[src/rtl/usb_bus_pkg.sv]
// usb_bus_pkg: shared widths, address-space bit, command layout and FSM
// encoding for the USB register bus master.
package usb_bus_pkg;

    localparam int ADDR_W       = 12;
    localparam int DATA_W       = 16;
    // Address bit that selects endpoint-status space (1) versus CSR space (0).
    localparam int EP_SPACE_BIT = 11;
    // One queued command: write flag, address, write data.
    localparam int CMD_W        = 1 + ADDR_W + DATA_W;

    typedef enum logic [1:0] {
        ST_IDLE = 2'd0,
        ST_CYC  = 2'd1,
        ST_RSP  = 2'd2,
        ST_GAP  = 2'd3
    } bus_state_t;

    typedef struct packed {
        logic              we;
        logic [ADDR_W-1:0] addr;
        logic [DATA_W-1:0] wdata;
    } bus_cmd_t;

    // True when an address targets endpoint-status space rather than CSRs.
    function automatic logic is_ep_space(input logic [ADDR_W-1:0] addr);
        return addr[EP_SPACE_BIT];
    endfunction

endpackage

[src/rtl/usb_bus_fifo.sv]
// usb_bus_fifo: command queue for usb_bus_master. Pointers carry one extra
// wrap bit so full and empty are told apart without a separate counter.
// The head entry is read combinationally so the master can register it onto
// the bus at the same edge it pops.
module usb_bus_fifo
    import usb_bus_pkg::*;
#(
    parameter int DEPTH = 4,
    parameter int WIDTH = CMD_W
) (
    input  logic             clk,
    input  logic             rst,
    input  logic             push_i,
    input  logic             pop_i,
    input  logic [WIDTH-1:0] wdata_i,
    output logic [WIDTH-1:0] rdata_o,
    output logic             full_o,
    output logic             empty_o
);

    localparam int AW = $clog2(DEPTH);

    logic [WIDTH-1:0] mem_q [DEPTH];
    logic [AW:0]      wr_ptr_q;
    logic [AW:0]      rd_ptr_q;
    logic             do_push;
    logic             do_pop;

    assign do_push = push_i && !full_o;
    assign do_pop  = pop_i && !empty_o;

    assign empty_o = (wr_ptr_q == rd_ptr_q);
    assign full_o  = (wr_ptr_q[AW] != rd_ptr_q[AW]) &&
                     (wr_ptr_q[AW-1:0] == rd_ptr_q[AW-1:0]);
    assign rdata_o = mem_q[rd_ptr_q[AW-1:0]];

    // Storage write; contents need no reset because the pointers gate them.
    always_ff @(posedge clk) begin
        if (do_push) begin
            mem_q[wr_ptr_q[AW-1:0]] <= wdata_i;
        end
    end

    // Pointer update; wrap is implicit since DEPTH is a power of two.
    always_ff @(posedge clk or posedge rst) begin
        if (rst) begin
            wr_ptr_q <= '0;
            rd_ptr_q <= '0;
        end else begin
            if (do_push) begin
                wr_ptr_q <= wr_ptr_q + 1'b1;
            end
            if (do_pop) begin
                rd_ptr_q <= rd_ptr_q + 1'b1;
            end
        end
    end

endmodule

[src/rtl/usb_bus_master.sv]
// usb_bus_master: accepts read/write commands into a small queue and runs
// them strictly in order as single bus cycles, returning one response each.
// Cycle sequence is IDLE -> CYC -> RSP -> GAP -> IDLE, so at least one idle
// bus cycle separates consecutive transfers.
// Build option: define USB_BUS_MASTER_TIMEOUT_EN to abort a cycle that sees no
// bus_ack within TIMEOUT cycles (response then carries rsp_err = 1).
module usb_bus_master
    import usb_bus_pkg::*;
#(
    parameter int FIFO_DEPTH = 4,
    parameter int TIMEOUT    = 255
) (
    input  logic              clk,
    input  logic              rst,
    input  logic              cmd_valid,
    output logic              cmd_ready,
    input  logic              cmd_we,
    input  logic [ADDR_W-1:0] cmd_addr,
    input  logic [DATA_W-1:0] cmd_wdata,
    output logic              rsp_valid,
    input  logic              rsp_ready,
    output logic [DATA_W-1:0] rsp_rdata,
    output logic              rsp_err,
    output logic [ADDR_W-1:0] bus_addr,
    output logic [DATA_W-1:0] bus_din,
    input  logic [DATA_W-1:0] bus_dout,
    output logic              bus_cyc,
    output logic              bus_we,
    input  logic              bus_ack,
    output logic              busy
);

    // Elaboration-time parameter sanity.
    if (FIFO_DEPTH < 2 || FIFO_DEPTH > 16 || (FIFO_DEPTH & (FIFO_DEPTH - 1)) != 0) begin : g_bad_depth
        $error("usb_bus_master: FIFO_DEPTH must be a power of two in 2..16");
    end
    if (TIMEOUT < 1 || TIMEOUT > 65535) begin : g_bad_timeout
        $error("usb_bus_master: TIMEOUT must be in 1..65535");
    end

    bus_state_t        state_q, state_d;
    logic              bus_cyc_q, bus_cyc_d;
    logic              bus_we_q, bus_we_d;
    logic [ADDR_W-1:0] bus_addr_q, bus_addr_d;
    logic [DATA_W-1:0] bus_din_q, bus_din_d;
    logic              rsp_valid_q, rsp_valid_d;
    logic [DATA_W-1:0] rsp_rdata_q, rsp_rdata_d;

    logic              fifo_push;
    logic              fifo_pop;
    logic              fifo_full;
    logic              fifo_empty;
    logic [CMD_W-1:0]  fifo_wdata;
    logic [CMD_W-1:0]  fifo_rdata;
    bus_cmd_t          head;

`ifdef USB_BUS_MASTER_TIMEOUT_EN
    localparam logic [15:0] TMO_LAST = 16'(TIMEOUT - 1);
    logic              rsp_err_q, rsp_err_d;
    logic [15:0]       tmo_cnt_q, tmo_cnt_d;
`endif

    assign fifo_wdata = {cmd_we, cmd_addr, cmd_wdata};
    assign fifo_push  = cmd_valid && !fifo_full;
    assign head       = fifo_rdata;

    usb_bus_fifo #(
        .DEPTH (FIFO_DEPTH),
        .WIDTH (CMD_W)
    ) u_fifo (
        .clk     (clk),
        .rst     (rst),
        .push_i  (fifo_push),
        .pop_i   (fifo_pop),
        .wdata_i (fifo_wdata),
        .rdata_o (fifo_rdata),
        .full_o  (fifo_full),
        .empty_o (fifo_empty)
    );

    // Next-state and output-register logic for the bus cycle sequencer.
    always_comb begin
        state_d     = state_q;
        bus_cyc_d   = bus_cyc_q;
        bus_we_d    = bus_we_q;
        bus_addr_d  = bus_addr_q;
        bus_din_d   = bus_din_q;
        rsp_valid_d = rsp_valid_q;
        rsp_rdata_d = rsp_rdata_q;
        fifo_pop    = 1'b0;
`ifdef USB_BUS_MASTER_TIMEOUT_EN
        rsp_err_d   = rsp_err_q;
        tmo_cnt_d   = tmo_cnt_q;
`endif
        case (state_q)
            ST_IDLE: begin
                // Launch the oldest command; bus fields then stay frozen for the whole cycle.
                if (!fifo_empty && !rsp_valid_q) begin
                    fifo_pop   = 1'b1;
                    state_d    = ST_CYC;
                    bus_cyc_d  = 1'b1;
                    bus_we_d   = head.we;
                    bus_addr_d = head.addr;
                    bus_din_d  = head.we ? head.wdata : '0;
`ifdef USB_BUS_MASTER_TIMEOUT_EN
                    tmo_cnt_d  = '0;
`endif
                end
            end
            ST_CYC: begin
                if (bus_ack) begin
                    state_d     = ST_RSP;
                    bus_cyc_d   = 1'b0;
                    rsp_valid_d = 1'b1;
                    rsp_rdata_d = bus_we_q ? '0 : bus_dout;
`ifdef USB_BUS_MASTER_TIMEOUT_EN
                    rsp_err_d   = 1'b0;
                end else if (tmo_cnt_q == TMO_LAST) begin
                    // Slave never answered: abandon the cycle and report an error.
                    state_d     = ST_RSP;
                    bus_cyc_d   = 1'b0;
                    rsp_valid_d = 1'b1;
                    rsp_rdata_d = '0;
                    rsp_err_d   = 1'b1;
                end else begin
                    tmo_cnt_d   = tmo_cnt_q + 16'd1;
`endif
                end
            end
            ST_RSP: begin
                if (rsp_ready) begin
                    state_d     = ST_GAP;
                    rsp_valid_d = 1'b0;
                end
            end
            ST_GAP: begin
                state_d = ST_IDLE;
            end
            default: begin
                state_d = ST_IDLE;
            end
        endcase
    end

    // State and output registers; reset abandons any cycle in flight.
    always_ff @(posedge clk or posedge rst) begin
        if (rst) begin
            state_q     <= ST_IDLE;
            bus_cyc_q   <= 1'b0;
            bus_we_q    <= 1'b0;
            bus_addr_q  <= '0;
            bus_din_q   <= '0;
            rsp_valid_q <= 1'b0;
            rsp_rdata_q <= '0;
        end else begin
            state_q     <= state_d;
            bus_cyc_q   <= bus_cyc_d;
            bus_we_q    <= bus_we_d;
            bus_addr_q  <= bus_addr_d;
            bus_din_q   <= bus_din_d;
            rsp_valid_q <= rsp_valid_d;
            rsp_rdata_q <= rsp_rdata_d;
        end
    end

`ifdef USB_BUS_MASTER_TIMEOUT_EN
    // Wait counter and error flag exist only when the timeout is built in.
    always_ff @(posedge clk or posedge rst) begin
        if (rst) begin
            rsp_err_q <= 1'b0;
            tmo_cnt_q <= '0;
        end else begin
            rsp_err_q <= rsp_err_d;
            tmo_cnt_q <= tmo_cnt_d;
        end
    end
    assign rsp_err = rsp_err_q;
`else
    assign rsp_err = 1'b0;
`endif

    assign cmd_ready = !fifo_full;
    assign bus_cyc   = bus_cyc_q;
    assign bus_we    = bus_we_q;
    assign bus_addr  = bus_addr_q;
    assign bus_din   = bus_din_q;
    assign rsp_valid = rsp_valid_q;
    assign rsp_rdata = rsp_rdata_q;
    assign busy      = !fifo_empty || bus_cyc_q || rsp_valid_q;

endmodule

[config.mk]
export PLATFORM = sky130hd
export DESIGN_NAME = usb_bus_master
export DESIGN_NICKNAME = d
export VERILOG_FILES = /design/src/rtl/usb_bus_pkg.sv /design/src/rtl/usb_bus_fifo.sv /design/src/rtl/usb_bus_master.sv
export SDC_FILE = /design/constraint.sdc
export NUM_CORES = 1
export LEC_CHECK = 0
export CORE_AREA = 8 8 128 130
export CTS_CLUSTER_SIZE = 28
export DETAILED_ROUTE_END_ITERATION = 16
export DIE_AREA = 0 0 136 138
export PLACE_DENSITY = 0.77
export SLEW_MARGIN = 20
export SYNTH_ARGS = -nofsm -noshare
export SYNTH_HDL_FRONTEND = slang
export SYNTH_SLANG_ARGS = --single-unit
[constraint.sdc]
create_clock -name clk -period 3.3 [get_ports clk]
set_input_delay 0.495 -clock clk [delete_from_list [all_inputs] [get_ports clk]]
set_output_delay 0.495 -clock clk [all_outputs]
set_load 0.02 [all_outputs]
Word level (Yosys, flattened, before mapping)
Memories as Yosys holds them, arrays and structs flattened.
Cells that the tools add are included.
- register bits after elaboration: 55
- RAM bits: 116
- input bits: 50
- output and inout port bits: 50
- logic and storage cells: 55
- memories: 1
- memory list (name ; depth ; width ; read ports ; clocked after Yosys merged registers in ; wr ports ; line ; source):
    u_fifo.mem_q ; 4 ; 29 ; 1 ; 0 ; 1 ; usb_bus_fifo.sv:23 ; logic [WIDTH-1:0] mem_q [DEPTH];
- add/sub/neg operators: 2
- eq/ne operators: 9
- mux-type cells: 16
- reduce and logical (&&, ||, !) cells: 18
- operators with widths (kind ; count):
    two-way mux 16 bit ; 2
    AND reduction 3 bit ; 3
    two-way mux 1 bit ; 8
    case mux 2 bit (4 select lines) ; 1
    adder 3 x 1 -> 3 bit, second input constant ; 2
    two-way mux 2 bit ; 3
    != test 2 bit, second input constant ; 3
    logical AND 1 bit ; 5
    equality test 2 bit, second input constant ; 2
    case mux 1 bit (2 select lines) ; 2
    AND reduction 2 bit ; 2
    nonzero test 2 bit ; 2
    equality test 3 bit ; 1
    logical NOT 1 bit ; 3
    equality test 2 x 1 -> 1 bit, second input constant ; 1
    equality test 2 bit ; 1
    logical NOT 2 bit ; 1
    logical OR 1 bit ; 2
    != test 1 bit ; 1

Longest topological paths before layout
- word-level depth: 7
- gate-level depth with buffers: 7
- depth with buffers taken out: 6

Cells and area by module
From an unflattened synthesis, not the netlist that was laid out.
- cell total of the unflattened synthesis: 400
- area, all modules: 6796.5 µm²
- modules (own cells, without submodules) (module ; instances ; cells each ; area each (µm²)):
    usb_bus_fifo ; 1 ; 202 ; 4702.0
    usb_bus_master ; 1 ; 198 ; 2094.5

Worst setup path after synthesis
No wires, ideal clock.
- path type: reg-to-reg
- start point: reg u_fifo.rd_ptr_q[0]
- end point: mem u_fifo.mem_q[3][0] (netlist bit), enable pin
- arrival: 1818 ps
- data required time: 2910 ps
- path slack: 1092 ps
- cell stages (with the launch flop): 5
- path buffers: 1
- path through: dfrtp_1 -> buf_6 -> xor2_1 -> o31a_2 -> and2_1
- cells in the longest elaborated chain, start to end: 7
- RTL lines (what ; line ; source):
    from (decl) ; usb_bus_fifo.sv:25 ; logic [AW:0] rd_ptr_q;
    from (signal assigned) ; usb_bus_fifo.sv:54 ; rd_ptr_q <= rd_ptr_q + 1'b1;
    equality test 2 bit * ; usb_bus_fifo.sv:34 ; (wr_ptr_q[AW-1:0] == rd_ptr_q[AW-1:0]);
    logical AND 1 bit * ; usb_bus_fifo.sv:33 ; assign full_o = (wr_ptr_q[AW] != rd_ptr_q[AW]) &&
    logical NOT 1 bit * ; usb_bus_fifo.sv:29, usb_bus_master.sv:64 ;
    logical AND 1 bit ; usb_bus_master.sv:64 ; assign fifo_push = cmd_valid && !fifo_full;
    logical AND 1 bit * ; usb_bus_fifo.sv:29 ; assign do_push = push_i && !full_o;
    two-way mux 1 bit * ; usb_bus_fifo.sv:39 ; if (do_push) begin
    two-way mux 1 bit (not written as such) * ; usb_bus_fifo.sv:40 ; mem_q[wr_ptr_q[AW-1:0]] <= wdata_i;
    to (decl) ; usb_bus_fifo.sv:23 ;
Mark *: on every way between the ends. The rest lies on a longest branch, timed or not.

Worst setup path in the final report
- start point: reg u_fifo.rd_ptr_q[1]
- end point: out cmd_ready
- cells in the longest elaborated chain, start to end: 3
- RTL lines (what ; line ; source):
    equality test 2 bit ; usb_bus_fifo.sv:34 ;
    logical AND 1 bit ; usb_bus_fifo.sv:33 ;
    logical NOT 1 bit ; usb_bus_master.sv:182 ; assign cmd_ready = !fifo_full;
    to (decl) ; usb_bus_master.sv:16 ; output logic cmd_ready,
No other way between the ends.

==> impl_results.md <==
* Outcome: completed
* I/O Buffers at 98
* Total global routing overflow at 0
* Clock skew at between 10 and 15 ps
* Hold Path Sink: bus_din[12]
* Post-cts sizing count at 0
* Largest net degree at the start of global routing at 56
* Post-synth top area cell: edfxtp_1
* R2R setup slack at 1020 ps
* Peak VDD IR at around 0.62 mV
* Synth top area cells: edfxtp_1 (52%), dfrtp_1 (21%), mux4_2 (9.4%)
* Vias in the first global route at ~4000
* Met2 routed WL at 6249 um
* Worst Min Path Start: bus_din[12]
* Place WS at 957.8 ps
* Max-slew violation count at 0
* Initial antenna violation count at 0
* Final setup viols at 0
* CTS root buffer: clkbuf_16
* Number of distinct library cells after synthesis at 30
* Yosys warning total at 0
* Uppermost layer routed: met4
* Clk sinks at approximately 170
* Drt drc at 0
* M1 wire length at 5779 um
* Number of H-tree levels at 4
* Site Rows at 44
* Syn Inst Count at 387
* Worst path required time at approximately 2800 ps
* Hold Crit Class: reg -> reg
* CTS Buffer Depth at 2
* Die width at 136 um
* Power Density at 967.0 nW/um^2
* Clock tree from TritonCTS: built
* DIE AREA at 18770 um^2
* Sequential fraction of the synthesis area at 0.7256
* Share of cells above drive strength 1 at 0.1653
* Via density at 5.235
* 1st-iter DRT viols at 234
* Clk slew on worst S/H paths at roughly 60 ps
* Num CTS Buffers at 17
* Setup crit end kind: output pin
* Worst-Skew Late Latency at 420 ps
* Total GRT Usage at 0.1462
* Synthesized net count at 445
* First-pass GRT wire length at 21150 um
* Startpoint types: flop
* Max-cap viol count at 0
* Post-synth design cell area at 6698 um^2
* # diodes at 0
* Final #Nets at 547
* WL final at 13090 um
* Die Y-Extent at 138 um
* Final WS setup at 713.7 ps
* Slew @ Worst Pin at 904.3 ps
* WL/cell at 19.08 um
* Cts hold-fix bufs at 0
* Postcts setup bufs at 0
* Leak Pwr at between 3 and 4 nW
* Met3 routed wirelength at approximately 860 um
* Post-synth top area share at 0.5201
* Hold Crit Depth at 2
* Worst r2r path cells at 4
* Yosys reg bits at 171
* Period minus WS final at approximately 2600 ps
* Detail Route Antenna Nets at 0
* Fin. Hold Viols at 0
* Vias at 3591
* Hpwl dp at 8324 um
* Period utilization at 0.7837
* Area grow syn2layout at 24.94%
* # IOs at 100
* Hold Slack at 476.9 ps
* Avg Cell Area, Syn at between 15 and 20 um^2
* DR pass1 iterations at 4
* Data arrival, critical path at 2090 ps
* Setup_tns at 0 ps
* Crit path kind: reg -> out
* Tot Pwr at ~8.1 mW
* Max Clk Rate at a little under 0.4 GHz
* Placer congestion estimate at around 0.70
* Max FO, Critical Path at 33
* Reg2reg end: bus_we
* Rel. slew slack at 0.3970
* R2R Path Start: u_fifo.rd_ptr_q[1]
* RSZ-0062 raised after global routing: no
* Starting density of the core at 0.4679
* Core Region at 14310 um^2
==> layer usage <==
layer,up-vias,global-route usage
met4,0,0.06073
met3,15,0.04384
met2,117,0.2322
met1,1820,0.1822
met5,-,0
li1,1639,-
==> layout by cell type (no fill, tap or decap), types with 3 or more instances in the layout <==
master             n
edfxtp_1         116
clkdlybuf4s50_1   98
dfrtp_1           53
nand2_1           39
mux4_2            28
inv_1             22
o21ai_0           19
nand2b_1          18
clkbuf_16         17
mux2_2            15
o31ai_1           15
ha_1               8
clkbuf_1           7
xnor2_1            6
xor2_1             4
nand3_1            4
and2_2             4
buf_4              4
clkinv_2           3
==> sequential cells by signal, indices dropped and copies added, names as in the netlist <==
name and cells:
u_fifo.mem_q 116, rsp_valid 1, u_fifo.wr_ptr_q 3, u_fifo.rd_ptr_q 3
bus_we 1, bus_din 16, bus_cyc 1, rsp_rdata 16
state_q 2, bus_addr 12
==> critical path, cell delays in order (launching register included) <==
cell and delay [ps]:
dfrtp_2 360, buf_4 430, xnor2_1 200, nand3_1 120, clkdlybuf4s50_1 580
==> power by group <==
part           leakage (nW)  internal [mW]  switching (mW)  total [mW]
clock network         0.262           1.11           0.752        1.86
registers              1.74           3.00           0.303        3.31
logic                  1.09           1.35            1.57        2.92
total                  3.09           5.46            2.63        8.09
==> cells in the mapped netlist (all sizes together) <==
master   number
nand3         4
xnor2         6
nor2          1
inv          23
nor3          1
mux4         28
xor2          4
ha            8
conb          1
nand2b       18
o31ai        16
dfrtp        55
mux2i         2
clkbuf        4
a31oi         1
buf          15
nand2        39
o311ai        1
a22o          1
a2bb2oi       1
a21oi         2
and2          4
mux2         15
o31a          1
o21ai        20
edfxtp      116
==> cells by family after synthesis <==
kind of cell             Yosys count  synth area share
flip-flops                       171            0.7256
AO/OA/AOI/OAI                     43           0.04465
XOR/XNOR                          10           0.01308
buffers and inverters             42           0.03213
AND/OR/NAND/NOR                   67           0.04670
multiplexers                      45            0.1224
adder cells (fa/ha/maj)            8           0.01495
other                              1         0.0005599
==> final cells by class <==
type | count | area (um^2)
clock buffers | 24 | 451.7
clock inverters | 8 | 98.84
fillers | 1082 | 5946
inverters | 23 | 86.33
multi-input cells | 174 | 1628
flip-flops and latches | 171 | 4862
well taps | 184 | 230.2
repair buffers | 102 | 1011
==> worst max path at each step <==
stage	from	endpoint	slack (ps)	cells past startpoint
3_5_place_dp	cmd_valid	u_fifo.mem_q[3][27]	960	3
3_3_place_gp	cmd_valid	u_fifo.mem_q[3][27]	1000	3
5_1_grt	u_fifo.wr_ptr_q[1]	busy	580	4
6_report	u_fifo.rd_ptr_q[1]	cmd_ready	710	4
2_1_floorplan	u_fifo.rd_ptr_q[0]	u_fifo.mem_q[3][0]	1090	4
4_1_cts	u_fifo.rd_ptr_q[1]	cmd_ready	670	4
==> through the flow <==
stage	cell area (um^2)	util	cells
after floorplan	6698	-	387
after global placement	7818	0.5462	654
after detailed placement	7818	0.5462	654
after CTS	8368	0.5846	686
after global routing	8368	0.5846	686
final	8368	0.5846	686
No activity file was read; power rests on OpenSTA's default activity.
